## config.mk

```make
export PLATFORM = sky130hd
export DESIGN_NAME = id_stage
export DESIGN_NICKNAME = d
export VERILOG_FILES = /design/src/rtl/rv_pkg.sv /design/src/rtl/imm_extend.sv /design/src/rtl/main_decoder.sv /design/src/rtl/id_stage.sv
export SDC_FILE = /design/constraint.sdc
export NUM_CORES = 1
export LEC_CHECK = 0
export CORE_MARGIN = 2
export CORE_UTILIZATION = 41
export DETAILED_ROUTE_END_ITERATION = 6
export PLACE_DENSITY = 0.8
export SLEW_MARGIN = 5
export SYNTH_ARGS = -nofsm -noshare
export SYNTH_HDL_FRONTEND = slang
export SYNTH_SLANG_ARGS = --single-unit
```

## constraint.sdc

```tcl
create_clock -name clk -period 3.4 [get_ports clk]
set_clock_uncertainty 0.2 [all_clocks]
set_input_delay 0.85 -clock clk [delete_from_list [all_inputs] [get_ports clk]]
set_output_delay 0.85 -clock clk [all_outputs]
set_load 0.01 [all_outputs]
```

## src/rtl/rv_pkg.sv

```systemverilog
// rtl/rv_pkg.sv - shared RV32I decode types, encodings and helpers
package rv_pkg;

  localparam logic [6:0] OP_LOAD   = 7'b0000011;
  localparam logic [6:0] OP_IMM    = 7'b0010011;
  localparam logic [6:0] OP_STORE  = 7'b0100011;
  localparam logic [6:0] OP_OP     = 7'b0110011;
  localparam logic [6:0] OP_BRANCH = 7'b1100011;
  localparam logic [6:0] OP_JAL    = 7'b1101111;
  localparam logic [6:0] OP_JALR   = 7'b1100111;
  localparam logic [6:0] OP_LUI    = 7'b0110111;
  localparam logic [6:0] OP_AUIPC  = 7'b0010111;

  typedef enum logic [2:0] {
    IMM_I = 3'b000,
    IMM_S = 3'b001,
    IMM_B = 3'b010,
    IMM_J = 3'b011,
    IMM_U = 3'b100
  } imm_src_t;

  typedef enum logic [1:0] {
    RES_ALU = 2'b00,
    RES_MEM = 2'b01,
    RES_PC4 = 2'b10
  } result_src_t;

  // ALU_ADDPC tells EX to take the PC as operand A (auipc)
  typedef enum logic [3:0] {
    ALU_ADD   = 4'd0,
    ALU_SUB   = 4'd1,
    ALU_SLL   = 4'd2,
    ALU_SLT   = 4'd3,
    ALU_SLTU  = 4'd4,
    ALU_XOR   = 4'd5,
    ALU_SRL   = 4'd6,
    ALU_SRA   = 4'd7,
    ALU_OR    = 4'd8,
    ALU_AND   = 4'd9,
    ALU_PASSB = 4'd10,
    ALU_ADDPC = 4'd11
  } alu_ctrl_t;

  typedef struct packed {
    logic        reg_write;
    result_src_t result_src;
    logic        mem_write;
    logic        alu_src;
    logic        branch;
    logic        jump;
    logic        jalr;
    alu_ctrl_t   alu_control;
    logic        illegal;
  } ctrl_t;

  localparam ctrl_t CTRL_NOP = '0;

  // funct3 to ALU operation; alt selects sub/sra
  function automatic alu_ctrl_t alu_op(input logic [2:0] funct3, input logic alt);
    alu_ctrl_t op;
    op = ALU_ADD;
    case (funct3)
      3'b000: op = alt ? ALU_SUB : ALU_ADD;
      3'b001: op = ALU_SLL;
      3'b010: op = ALU_SLT;
      3'b011: op = ALU_SLTU;
      3'b100: op = ALU_XOR;
      3'b101: op = alt ? ALU_SRA : ALU_SRL;
      3'b110: op = ALU_OR;
      3'b111: op = ALU_AND;
      default: op = ALU_ADD;
    endcase
    return op;
  endfunction

  function automatic logic uses_rs1(input logic [6:0] opcode);
    return !((opcode == OP_LUI) || (opcode == OP_AUIPC) || (opcode == OP_JAL));
  endfunction

  function automatic logic uses_rs2(input logic [6:0] opcode);
    return (opcode == OP_OP) || (opcode == OP_STORE) || (opcode == OP_BRANCH);
  endfunction

endpackage

```

## src/rtl/imm_extend.sv

```systemverilog
// rtl/imm_extend.sv - immediate sign-extender for the I/S/B/J/U formats
module imm_extend
  import rv_pkg::*;
(
  input  logic [31:7] instr,
  input  imm_src_t    imm_src,
  output logic [31:0] imm_ext
);

  // Reassemble and sign-extend the immediate selected by imm_src
  always_comb begin
    imm_ext = '0;
    case (imm_src)
      IMM_I:   imm_ext = {{20{instr[31]}}, instr[31:20]};
      IMM_S:   imm_ext = {{20{instr[31]}}, instr[31:25], instr[11:7]};
      IMM_B:   imm_ext = {{19{instr[31]}}, instr[31], instr[7], instr[30:25], instr[11:8], 1'b0};
      IMM_J:   imm_ext = {{11{instr[31]}}, instr[31], instr[19:12], instr[20], instr[30:21], 1'b0};
      IMM_U:   imm_ext = {instr[31:12], 12'b0};
      default: imm_ext = '0;
    endcase
  end

endmodule

```

## src/rtl/main_decoder.sv

```systemverilog
// rtl/main_decoder.sv - combinational opcode decode into the EX control bundle
module main_decoder
  import rv_pkg::*;
(
  input  logic [6:0] opcode,
  input  logic [2:0] funct3,
  input  logic       funct7_5,
  output ctrl_t      ctrl,
  output imm_src_t   imm_src
);

  // Map opcode to controls; unknown opcodes only raise illegal
  always_comb begin
    ctrl    = CTRL_NOP;
    imm_src = IMM_I;
    case (opcode)
      OP_LOAD: begin
        ctrl.reg_write  = 1'b1;
        ctrl.result_src = RES_MEM;
        ctrl.alu_src    = 1'b1;
      end
      OP_IMM: begin
        ctrl.reg_write   = 1'b1;
        ctrl.alu_src     = 1'b1;
        ctrl.alu_control = alu_op(funct3, funct7_5 && (funct3 == 3'b101));
      end
      OP_STORE: begin
        ctrl.mem_write = 1'b1;
        ctrl.alu_src   = 1'b1;
        imm_src        = IMM_S;
      end
      OP_OP: begin
        ctrl.reg_write   = 1'b1;
        ctrl.alu_control = alu_op(funct3, funct7_5);
      end
      OP_BRANCH: begin
        ctrl.branch      = 1'b1;
        ctrl.alu_control = ALU_SUB;
        imm_src          = IMM_B;
      end
      OP_JAL: begin
        ctrl.reg_write  = 1'b1;
        ctrl.jump       = 1'b1;
        ctrl.result_src = RES_PC4;
        imm_src         = IMM_J;
      end
      OP_JALR: begin
        ctrl.reg_write  = 1'b1;
        ctrl.jump       = 1'b1;
        ctrl.jalr       = 1'b1;
        ctrl.alu_src    = 1'b1;
        ctrl.result_src = RES_PC4;
      end
      OP_LUI: begin
        ctrl.reg_write   = 1'b1;
        ctrl.alu_src     = 1'b1;
        ctrl.alu_control = ALU_PASSB;
        imm_src          = IMM_U;
      end
      OP_AUIPC: begin
        ctrl.reg_write   = 1'b1;
        ctrl.alu_src     = 1'b1;
        ctrl.alu_control = ALU_ADDPC;
        imm_src          = IMM_U;
      end
      default: begin
        ctrl.illegal = 1'b1;
      end
    endcase
  end

endmodule

```

## src/rtl/id_stage.sv

```systemverilog
// rtl/id_stage.sv - RV32I decode stage with load-use detection and ID/EX register
module id_stage
  import rv_pkg::*;
#(
  parameter int              XLEN     = 32,
  parameter logic [XLEN-1:0] RESET_PC = '0
) (
  input  logic            clk,
  input  logic            rst,
  input  logic [31:0]     InstrD,
  input  logic [XLEN-1:0] PCD,
  input  logic [XLEN-1:0] PCPlus4D,
  input  logic            ValidD,
  input  logic [XLEN-1:0] RD1D,
  input  logic [XLEN-1:0] RD2D,
  input  logic            StallE,
  input  logic            FlushE,
  output logic            StallD,
  output logic [4:0]      Rs1D,
  output logic [4:0]      Rs2D,
  output logic [XLEN-1:0] RD1E,
  output logic [XLEN-1:0] RD2E,
  output logic [31:0]     ImmExtE,
  output logic [XLEN-1:0] PCE,
  output logic [XLEN-1:0] PCPlus4E,
  output logic [4:0]      Rs1E,
  output logic [4:0]      Rs2E,
  output logic [4:0]      RdE,
  output logic            RegWriteE,
  output logic            MemWriteE,
  output logic            ALUSrcE,
  output logic            BranchE,
  output logic            JumpE,
  output logic            JalrE,
  output logic [1:0]      ResultSrcE,
  output logic [3:0]      ALUControlE,
  output logic [2:0]      Funct3E,
  output logic            ValidE,
  output logic            IllegalE
);

  ctrl_t       ctrl_d;
  ctrl_t       ctrl_e;
  imm_src_t    imm_src_d;
  logic [31:0] imm_ext_d;
  logic        rs1_used;
  logic        rs2_used;
  logic        load_in_e;

  main_decoder u_main_decoder (
    .opcode   (InstrD[6:0]),
    .funct3   (InstrD[14:12]),
    .funct7_5 (InstrD[30]),
    .ctrl     (ctrl_d),
    .imm_src  (imm_src_d)
  );

  imm_extend u_imm_extend (
    .instr   (InstrD[31:7]),
    .imm_src (imm_src_d),
    .imm_ext (imm_ext_d)
  );

  assign Rs1D = InstrD[19:15];
  assign Rs2D = InstrD[24:20];

  assign rs1_used  = uses_rs1(InstrD[6:0]);
  assign rs2_used  = uses_rs2(InstrD[6:0]);
  assign load_in_e = ValidE && (ctrl_e.result_src == RES_MEM) && (RdE != 5'd0);
  assign StallD    = load_in_e && ValidD &&
                     (((RdE == Rs1D) && rs1_used) || ((RdE == Rs2D) && rs2_used));

  // Valid and controls: flush beats hold, hold beats the load-use bubble
  always_ff @(posedge clk) begin
    if (rst) begin
      ctrl_e <= CTRL_NOP;
      ValidE <= 1'b0;
    end else if (FlushE) begin
      ctrl_e <= CTRL_NOP;
      ValidE <= 1'b0;
    end else if (!StallE) begin
      if (StallD) begin
        ctrl_e <= CTRL_NOP;
        ValidE <= 1'b0;
      end else begin
        ctrl_e <= ValidD ? ctrl_d : CTRL_NOP;
        ValidE <= ValidD;
      end
    end
  end

  // Operand and address fields; left untouched under bubbles since nothing consumes them
  always_ff @(posedge clk) begin
    if (rst) begin
      RD1E     <= '0;
      RD2E     <= '0;
      ImmExtE  <= '0;
      PCE      <= RESET_PC;
      PCPlus4E <= RESET_PC;
      Rs1E     <= '0;
      Rs2E     <= '0;
      RdE      <= '0;
      Funct3E  <= '0;
    end else if (!FlushE && !StallE && !StallD) begin
      RD1E     <= RD1D;
      RD2E     <= RD2D;
      ImmExtE  <= imm_ext_d;
      PCE      <= PCD;
      PCPlus4E <= PCPlus4D;
      Rs1E     <= Rs1D;
      Rs2E     <= Rs2D;
      RdE      <= InstrD[11:7];
      Funct3E  <= InstrD[14:12];
    end
  end

  assign RegWriteE   = ctrl_e.reg_write;
  assign MemWriteE   = ctrl_e.mem_write;
  assign ALUSrcE     = ctrl_e.alu_src;
  assign BranchE     = ctrl_e.branch;
  assign JumpE       = ctrl_e.jump;
  assign JalrE       = ctrl_e.jalr;
  assign ResultSrcE  = ctrl_e.result_src;
  assign ALUControlE = ctrl_e.alu_control;
  assign IllegalE    = ctrl_e.illegal;

endmodule
```

==> results.md, run 1 <==
- Outcome: completed
- Pre-CTS setup slack: -456 ps
- Int Power: between 0.004 and 0.005 W
- Routability cong.: ~0.87
- Worst skew pair latency: about 430 ps
- DRT met1 WL: around 11 mm
- Synth warn: 0
- Switch share: between 20% and 30%
- Yosys reg bits: around 190
- Worst hold start: JalrE
- Root buf cell: clkbuf_16
- CP Launch Point: InstrD[4]
- First-pass GRT wire length: about 44 mm
- Net Switching: around 0.0014 W
- Clock tree buffer depth: 2
- Post-DR vias/cell: ~5.7
- Non-filler instance count after layout: around 1500
- Setup crit end kind: output port
- Part of the cycle the worst path needs: a little over nine tenths
- Core Footprint: 18800 um2
- F_max: 298 MHz
- DRC Markers: 0
- Largest net degree at the start of global routing: between 100 and 150
- WL met3: 2.73 mm
- Vias in the first global route: ~8000
- Startpoint type of the worst setup path: input pin
- # setup viols final: 0
- Initial antenna violation count: 0
- Nets: about 1400
- Die footprint: about 20000 um2
- Synth Flop Type: dfxtp_1
- Metal2 WL: 13.9 mm
- Post-synth net total: 1116
- TritonCTS buffer count: 17
- Detailed-route via count: between 8000 and 9000
- DIE WIDTH: between 100 and 150 um
- Syn Inst Count: roughly 950
- # clock sinks: 191
- Post-Route WL: around 29 mm
- DP Wirelength: about 20 mm
- Number of synthesized flops with an enable pin: 0
- Final Slew Violations: 0
- Commonest non-fill, non-tap cell in the layout: clkdlybuf4s50_1
- Gate power share: around 16%
- Register area share after synthesis: between 40% and 50%
- Crit path kind: input pin to output port
- Gr usage total: around 27%
- Distinct cells, synth: 47
- Max cap viols: 0
- Final min period: between 3000 and 4000 ps
- TritonCTS clock tree: yes
- Dpl cells: about 1500
- Slew headroom: about 46%
- Ys async rst share: 0%
- Commonest cells after routing, fill and taps aside: 360 x clkdlybuf4s50_1, 191 x dfxtp_1, 175 x a21oi_1
- R2r worst-path depth: 8
- Sequential power share: approximately 44%
- Worst-path clk slew: around 70 ps
- Grt ovf: 0
- Row cnt: 50
- Worst slew pin tran: around 810 ps
- Initial Utilization: 41.9%
- Mapped Area: 7870 um2
- Die height: between 100 and 150 um
- # diodes: 0
- Unrepaired setup endpoints after global routing: no
- H-tree levels: 4
- Syn_area_per_cell: about 8.3 um2
- 1st-iter DRT viols: between 600 and 700
- Power share of the clock group: about two fifths
- Buffers on Ports: about 370
- Critical Path RT: about 2400 ps
- Routed Antenna Nets: 0
- Max Used Layer: met4
- Ratio of cells with drive above 1 in the final layout: under 10%
- Power density over the cells: about 440 nW/um2
- Peak VDD IR: 0.340 mV
- Reg-to-Reg Start: RdE[3]
- Worst min path class: register to register
- Leakage power: roughly 4.5 nW
- Tot Pwr: around 0.0054 W
- Hold Path Depth: 2
- I/O pin count: approximately 370
- Per-cell routed wire length: about 19 um
- Area grow syn2layout: 57.4%
- Final hold vios: 0
- Max FO, Critical Path: 8
- PnR worst setup slack: 49.5 ps
- Critical path arrival: 2300 ps
- DRT Pass-1 Iters: 5
flip-flops by register name, indices dropped and copies added (netlist names), 2 cells and up:
register / count
ImmExtE: 32
RD2E: 32
PCE: 32
RD1E: 32
Funct3E: 3
RdE: 5
Rs1E: 5
PCPlus4E: 32
ResultSrcE: 2
ALUControlE: 4
Rs2E: 5
what timing repair did:
item	4_1_cts	5_1_grt
setup endpoints to repair	2	57
resized for setup	6	7
gates cloned	0	0
buffers inserted	0	1
hold buffers	0	0
pin swaps	4	2
metal layers:
layer,up-vias,GRT usage (%)
met5,-,0
met3,70,8.08
met2,442,45.4
met1,4016,33.5
met4,0,11.4
li1,4051,-
Yosys cell counts, drive strengths merged (6+ instances only):
library cell	number	share of area (%)
dfxtp	191	49
a21oi	175	11
o21ai	162	10
nand3	151	9.6
clkbuf	70	3.4
buf	48	3.6
nand2	39	1.9
a211oi	15	1.4
a311oi	11	1.2
mux2i	8	1.0
a31oi	7	0.56
nor2	7	0.43
a41o	6	0.76
o211a	6	0.76
layout make-up:
type | instances | area (um2)
fill | 1594 | 6380
timing repair buffer | 413 | 4130
sequential | 191 | 3820
multi-input combinational | 639 | 3500
clock buffer | 20 | 457
tap | 234 | 293
clock inverter | 12 | 178
inverter | 3 | 11.3
worst max-delay path, cell delays in order:
cell             delay (ps)
clkdlybuf4s50_1         480
buf_4                   150
and4b_1                 200
o21ai_2                 160
nand4_1                 180
nand2_1                 140
buf_2                   140
final timing paths:
path | endpoint | slack [ps]
max | StallD | 50
min | JalrE | 260
max reg2reg | ImmExtE[13] | 500
min reg2reg | JalrE | 260
cells by family after synthesis:
kind of cell / after synthesis / share of synthesized area, %
AOI/OAI and AO/OA: 395 / 27.7
xor gates and xnor gates: 10 / 1.11
buffers and inverters: 121 / 7.09
DFF: 191 / 48.6
muxes: 8 / 1.02
and+or+nand+nor: 226 / 14.5
metrics by stage:
step	hold slack, ps	utilization, %	setup TNS, ps	instance area (um2)
6_report	257	66.0	0	12400
5_1_grt	284	66.0	0	12400
4_1_cts	257	65.8	0	12400
3_5_place_dp	241	62.5	-20610	11700
3_3_place_gp	236	62.5	-16620	11700
2_1_floorplan	279	-	0	7870
power groups by stage:
stage | combinational [W] | sequential (W) | clock [W]
global route | 0.000918 | 0.00240 | 0.00227
floorplan | 0.000274 | 0.00249 | 0
global placement | 0.000843 | 0.00244 | 0
CTS | 0.000855 | 0.00239 | 0.00219
finish | 0.000853 | 0.00239 | 0.00215
detailed placement | 0.000851 | 0.00244 | 0
Note: power is estimated with default switching activity, not from simulation.
==> inputs of run 2 (changes only) <==
CORE_UTILIZATION = 45   (was 41)
PLACE_DENSITY = 0.82   (was 0.8)
SKIP_LAST_GASP = 1   (was unset)
SYNTH_HIERARCHICAL = 1   (was unset)
==> results.md, run 2 <==
- Outcome: completed
- Setup crit end kind: output port
- First-pass GRT wire length: 40.0 mm (-9.7%)
- Area grow syn2layout: 47.8%
- Gr usage total: 22.8% (-4.6 points)
- Switch share: 25.6% (+0.52 points)
- Setup bufs post-CTS: 0 (unchanged)
- Commonest cells after routing, fill and taps aside: 365 x clkdlybuf4s50_1, 359 x nand2b_1, 198 x mux2i_1
- CP peak stage delay: 490 ps (about the same)
- Post-Route WL: 26.3 mm (-8.2%)
- Critical Path RT: 2350 ps (about the same)
- Max cap viols: 0 (unchanged)
- Peak VDD IR: 0.306 mV (-10%)
- Storage cell area: 3840 um2 (+0.52%)
- Part of the cycle the worst path needs: 96.0% (-2.5 points)
- Largest net degree at the start of global routing: 189 (+73%)
- Fillers: 1692 (+6.1%)
- # setup viols final: 0 (unchanged)
- Setup TNS: 0 ps (unchanged)
- Ratio of cells with drive above 1 in the final layout: 6.26% (-0.78 points)
- DRT Pass-1 Iters: 4 (-1)
- TritonCTS buffer count: 17 (unchanged)
- Final hold vios: 0 (unchanged)
- Int Power: 0.00401 W (-0.63%)
- Unrepaired setup endpoints after global routing: no
- Reg-to-Reg Start: RdE[1]
- Grt ovf: 0 (unchanged)
- Sequential power share: 44.9% (+0.6 points)
- Worst min path class: register to register
- TritonCTS clock tree: yes
- Detailed-route via count: 7855 (-8.4%)
- Worst skew pair latency: 430 ps (about the same)
- Initial antenna violation count: 0 (unchanged)
- Max FO, Critical Path: 2 (-6)
- Area of the multi-input gates: 5140 um2 (+47%)
- Yosys reg bits: 192 (+0.52%)
- Register area share after synthesis: 40.4% (-8.2 points)
- Row cnt: 53 (+6.0%)
- Number of synthesized flops with an enable pin: 0 (unchanged)
- DRC Markers: 0 (unchanged)
- Gate power share: 18.7% (+2.9 points)
- Synth warn: 6 (+6)
- Post-synth net total: 1149 (+3.0%)
- CP Launch Point: ValidD
- Net Switching: 0.00138 W (+2.1%)
- Final min period: 3260 ps (-86.4 ps)
- Synth Flop Type: dfxtp_1
- Worst hold start: ImmExtE[5]
- Nets: 1495 (+4.5%)
- Non-filler instance count after layout: 1616 (+6.9%)
- # clock sinks: 192 (+0.52%)
- Final Slew Violations: 0 (unchanged)
- Crit path kind: input pin to output port
- Worst slew pin tran: 590 ps (-220 ps)
- Core Footprint: 20900 um2 (+11%)
- WP buf/inv: 2 (-1)
- CP max stage cell: clkdlybuf4s50_1
- Routability cong.: 0.889 (+2.3%)
- Die footprint: 22300 um2 (+9.9%)
- Ys async rst share: 0% (unchanged)
- Distinct cells, synth: 44 (-6.4%)
- DIE WIDTH: 149 um (+4.8%)
- Worst-path clk slew: 70 ps (about the same)
- Slew headroom: 60.6% (+15 points)
- Post-DR vias/cell: 4.86 (-14%)
- F_max: 306 MHz (+2.6%)
- 1st-iter DRT viols: 279 (-57%)
- Top post-synthesis cells by area: dfxtp_1 40%, nand2b_1 24%, mux2i_1 21%
- Mapped Area: 9520 um2 (+21%)
- Worst path top cell family by delay: buffers and inverters
- Per-cell routed wire length: 16.3 um (-14%)
- Routed Antenna Nets: 0 (unchanged)
- Crit path top cell by count: nand4b_1
- # diodes: 0 (unchanged)
- Synth top cells by count: 359 x nand2b_1, 198 x mux2i_1, 192 x dfxtp_1
- Syn_area_per_cell: 9.67 um2 (+17%)
- Clock tree buffer depth: 2 (unchanged)
- Initial Utilization: 45.6% (+3.6 points)
- Post-synth top area share: 40.4% (-8.2 points)
- Dpl cells: 1586 (+7.2%)
- Startpoint type of the worst setup path: input pin
- Top-count cell post-synth: nand2b_1
- Tot Pwr: 0.00539 W (about the same)
- Cells along the critical path: clkdlybuf4s50_1 > nand4b_1 > o21ba_4 > nand4b_1 > nand2_1 > buf_2
- Vias in the first global route: 7631 (-7.4%)
- DP Wirelength: 19.7 mm (+1.3%)
- Die height: 149 um (+4.8%)
- Area leader, netlist: dfxtp_1
- I/O pin count: 368 (unchanged)
- Syn Inst Count: 984 (+3.5%)
- Leakage power: 5.33 nW (+19%)
- Critical path arrival: 2210 ps (-90 ps)
- Power share of the clock group: 36.4% (-3.4 points)
- H-tree levels: 4 (unchanged)
- Power density over the cells: 384 nW/um2 (-12%)
- Commonest non-fill, non-tap cell in the layout: clkdlybuf4s50_1
- Root buf cell: clkbuf_16
- Buffers on Ports: 367 (unchanged)
[run 2: cell count changes after synthesis, sizes merged, moves of 21 or more]
cell,change
nand2,-29
mux2i,+190
nor2,+21
o21ai,-157
nand2b,+357
clkbuf,-24
a21oi,-156
nand3,-149
[run 2: worst paths after layout]
kind	end	slack, ps	cells past startpoint
max	StallD	140	6
min	ImmExtE[5]	270	2
max reg2reg	PCE[6]	900	7
min reg2reg	ImmExtE[5]	270	2
[run 2: stage by stage]
stage	utilization, %	worst slack [ps]	cell area (um2)	hold slack [ps]
after floorplan	-	878	9520	286
after global placement	64.6	-265	13500	257
after global routing	67.3	73.1	14100	289
final	67.3	136	14100	272
after detailed placement	64.6	-313	13500	260
after CTS	67.3	15.5	14100	274
[run 2: layout make-up]
| cell class | instances | area share, % |
|---|---|---|
| timing repair buffer | 413 | 29.5 |
| sequential | 192 | 27.3 |
| inverter | 5 | 0.133 |
| clock buffer | 18 | 3.12 |
| tap | 275 | 2.45 |
| clock inverter | 12 | 0.907 |
| multi-input combinational | 701 | 36.5 |
[run 2: power by group through the flow]
stage / clock, W / combinational, W / sequential, W
after floorplan: 0 / 0.000413 / 0.00252
after global placement: 0 / 0.000999 / 0.00247
after detailed placement: 0 / 0.00101 / 0.00247
after CTS: 0.00202 / 0.00102 / 0.00242
after global routing: 0.00211 / 0.00108 / 0.00244
final: 0.00196 / 0.00101 / 0.00242
[run 2: cells by family after synthesis]
kind of cell	count (synthesis)	share of synthesized area [%]
buffers and inverters	91	5.75
DFF	192	40.4
xor gates and xnor gates	12	1.30
and+or+nand+nor	436	27.9
muxes	198	20.8
AOI/OAI and AO/OA	55	3.84
[run 2: per-layer routing]
metal  GRT usage, %  wire length, um
met1           26.9            10800
met4           9.05              824
met3           8.02             2040
met2           38.0            12600
met5              0                0
[run 2: worst register-to-register path: cells and delay by family (launching register included)]
family	cells	cell delay (ps)
AND/OR/NAND/NOR	2	780
buffers and inverters	3	610
flip-flops	1	380
AO/OA/AOI/OAI	1	240
multiplexers	1	210
[run 2: timing repair]
action | CTS | global route
hold buffers | 0 | 0
gates resized for setup | 3 | 3
pin swaps | 0 | 2
endpoints found under the hold margin | 0 | 0
setup endpoints to repair | 1 | 1
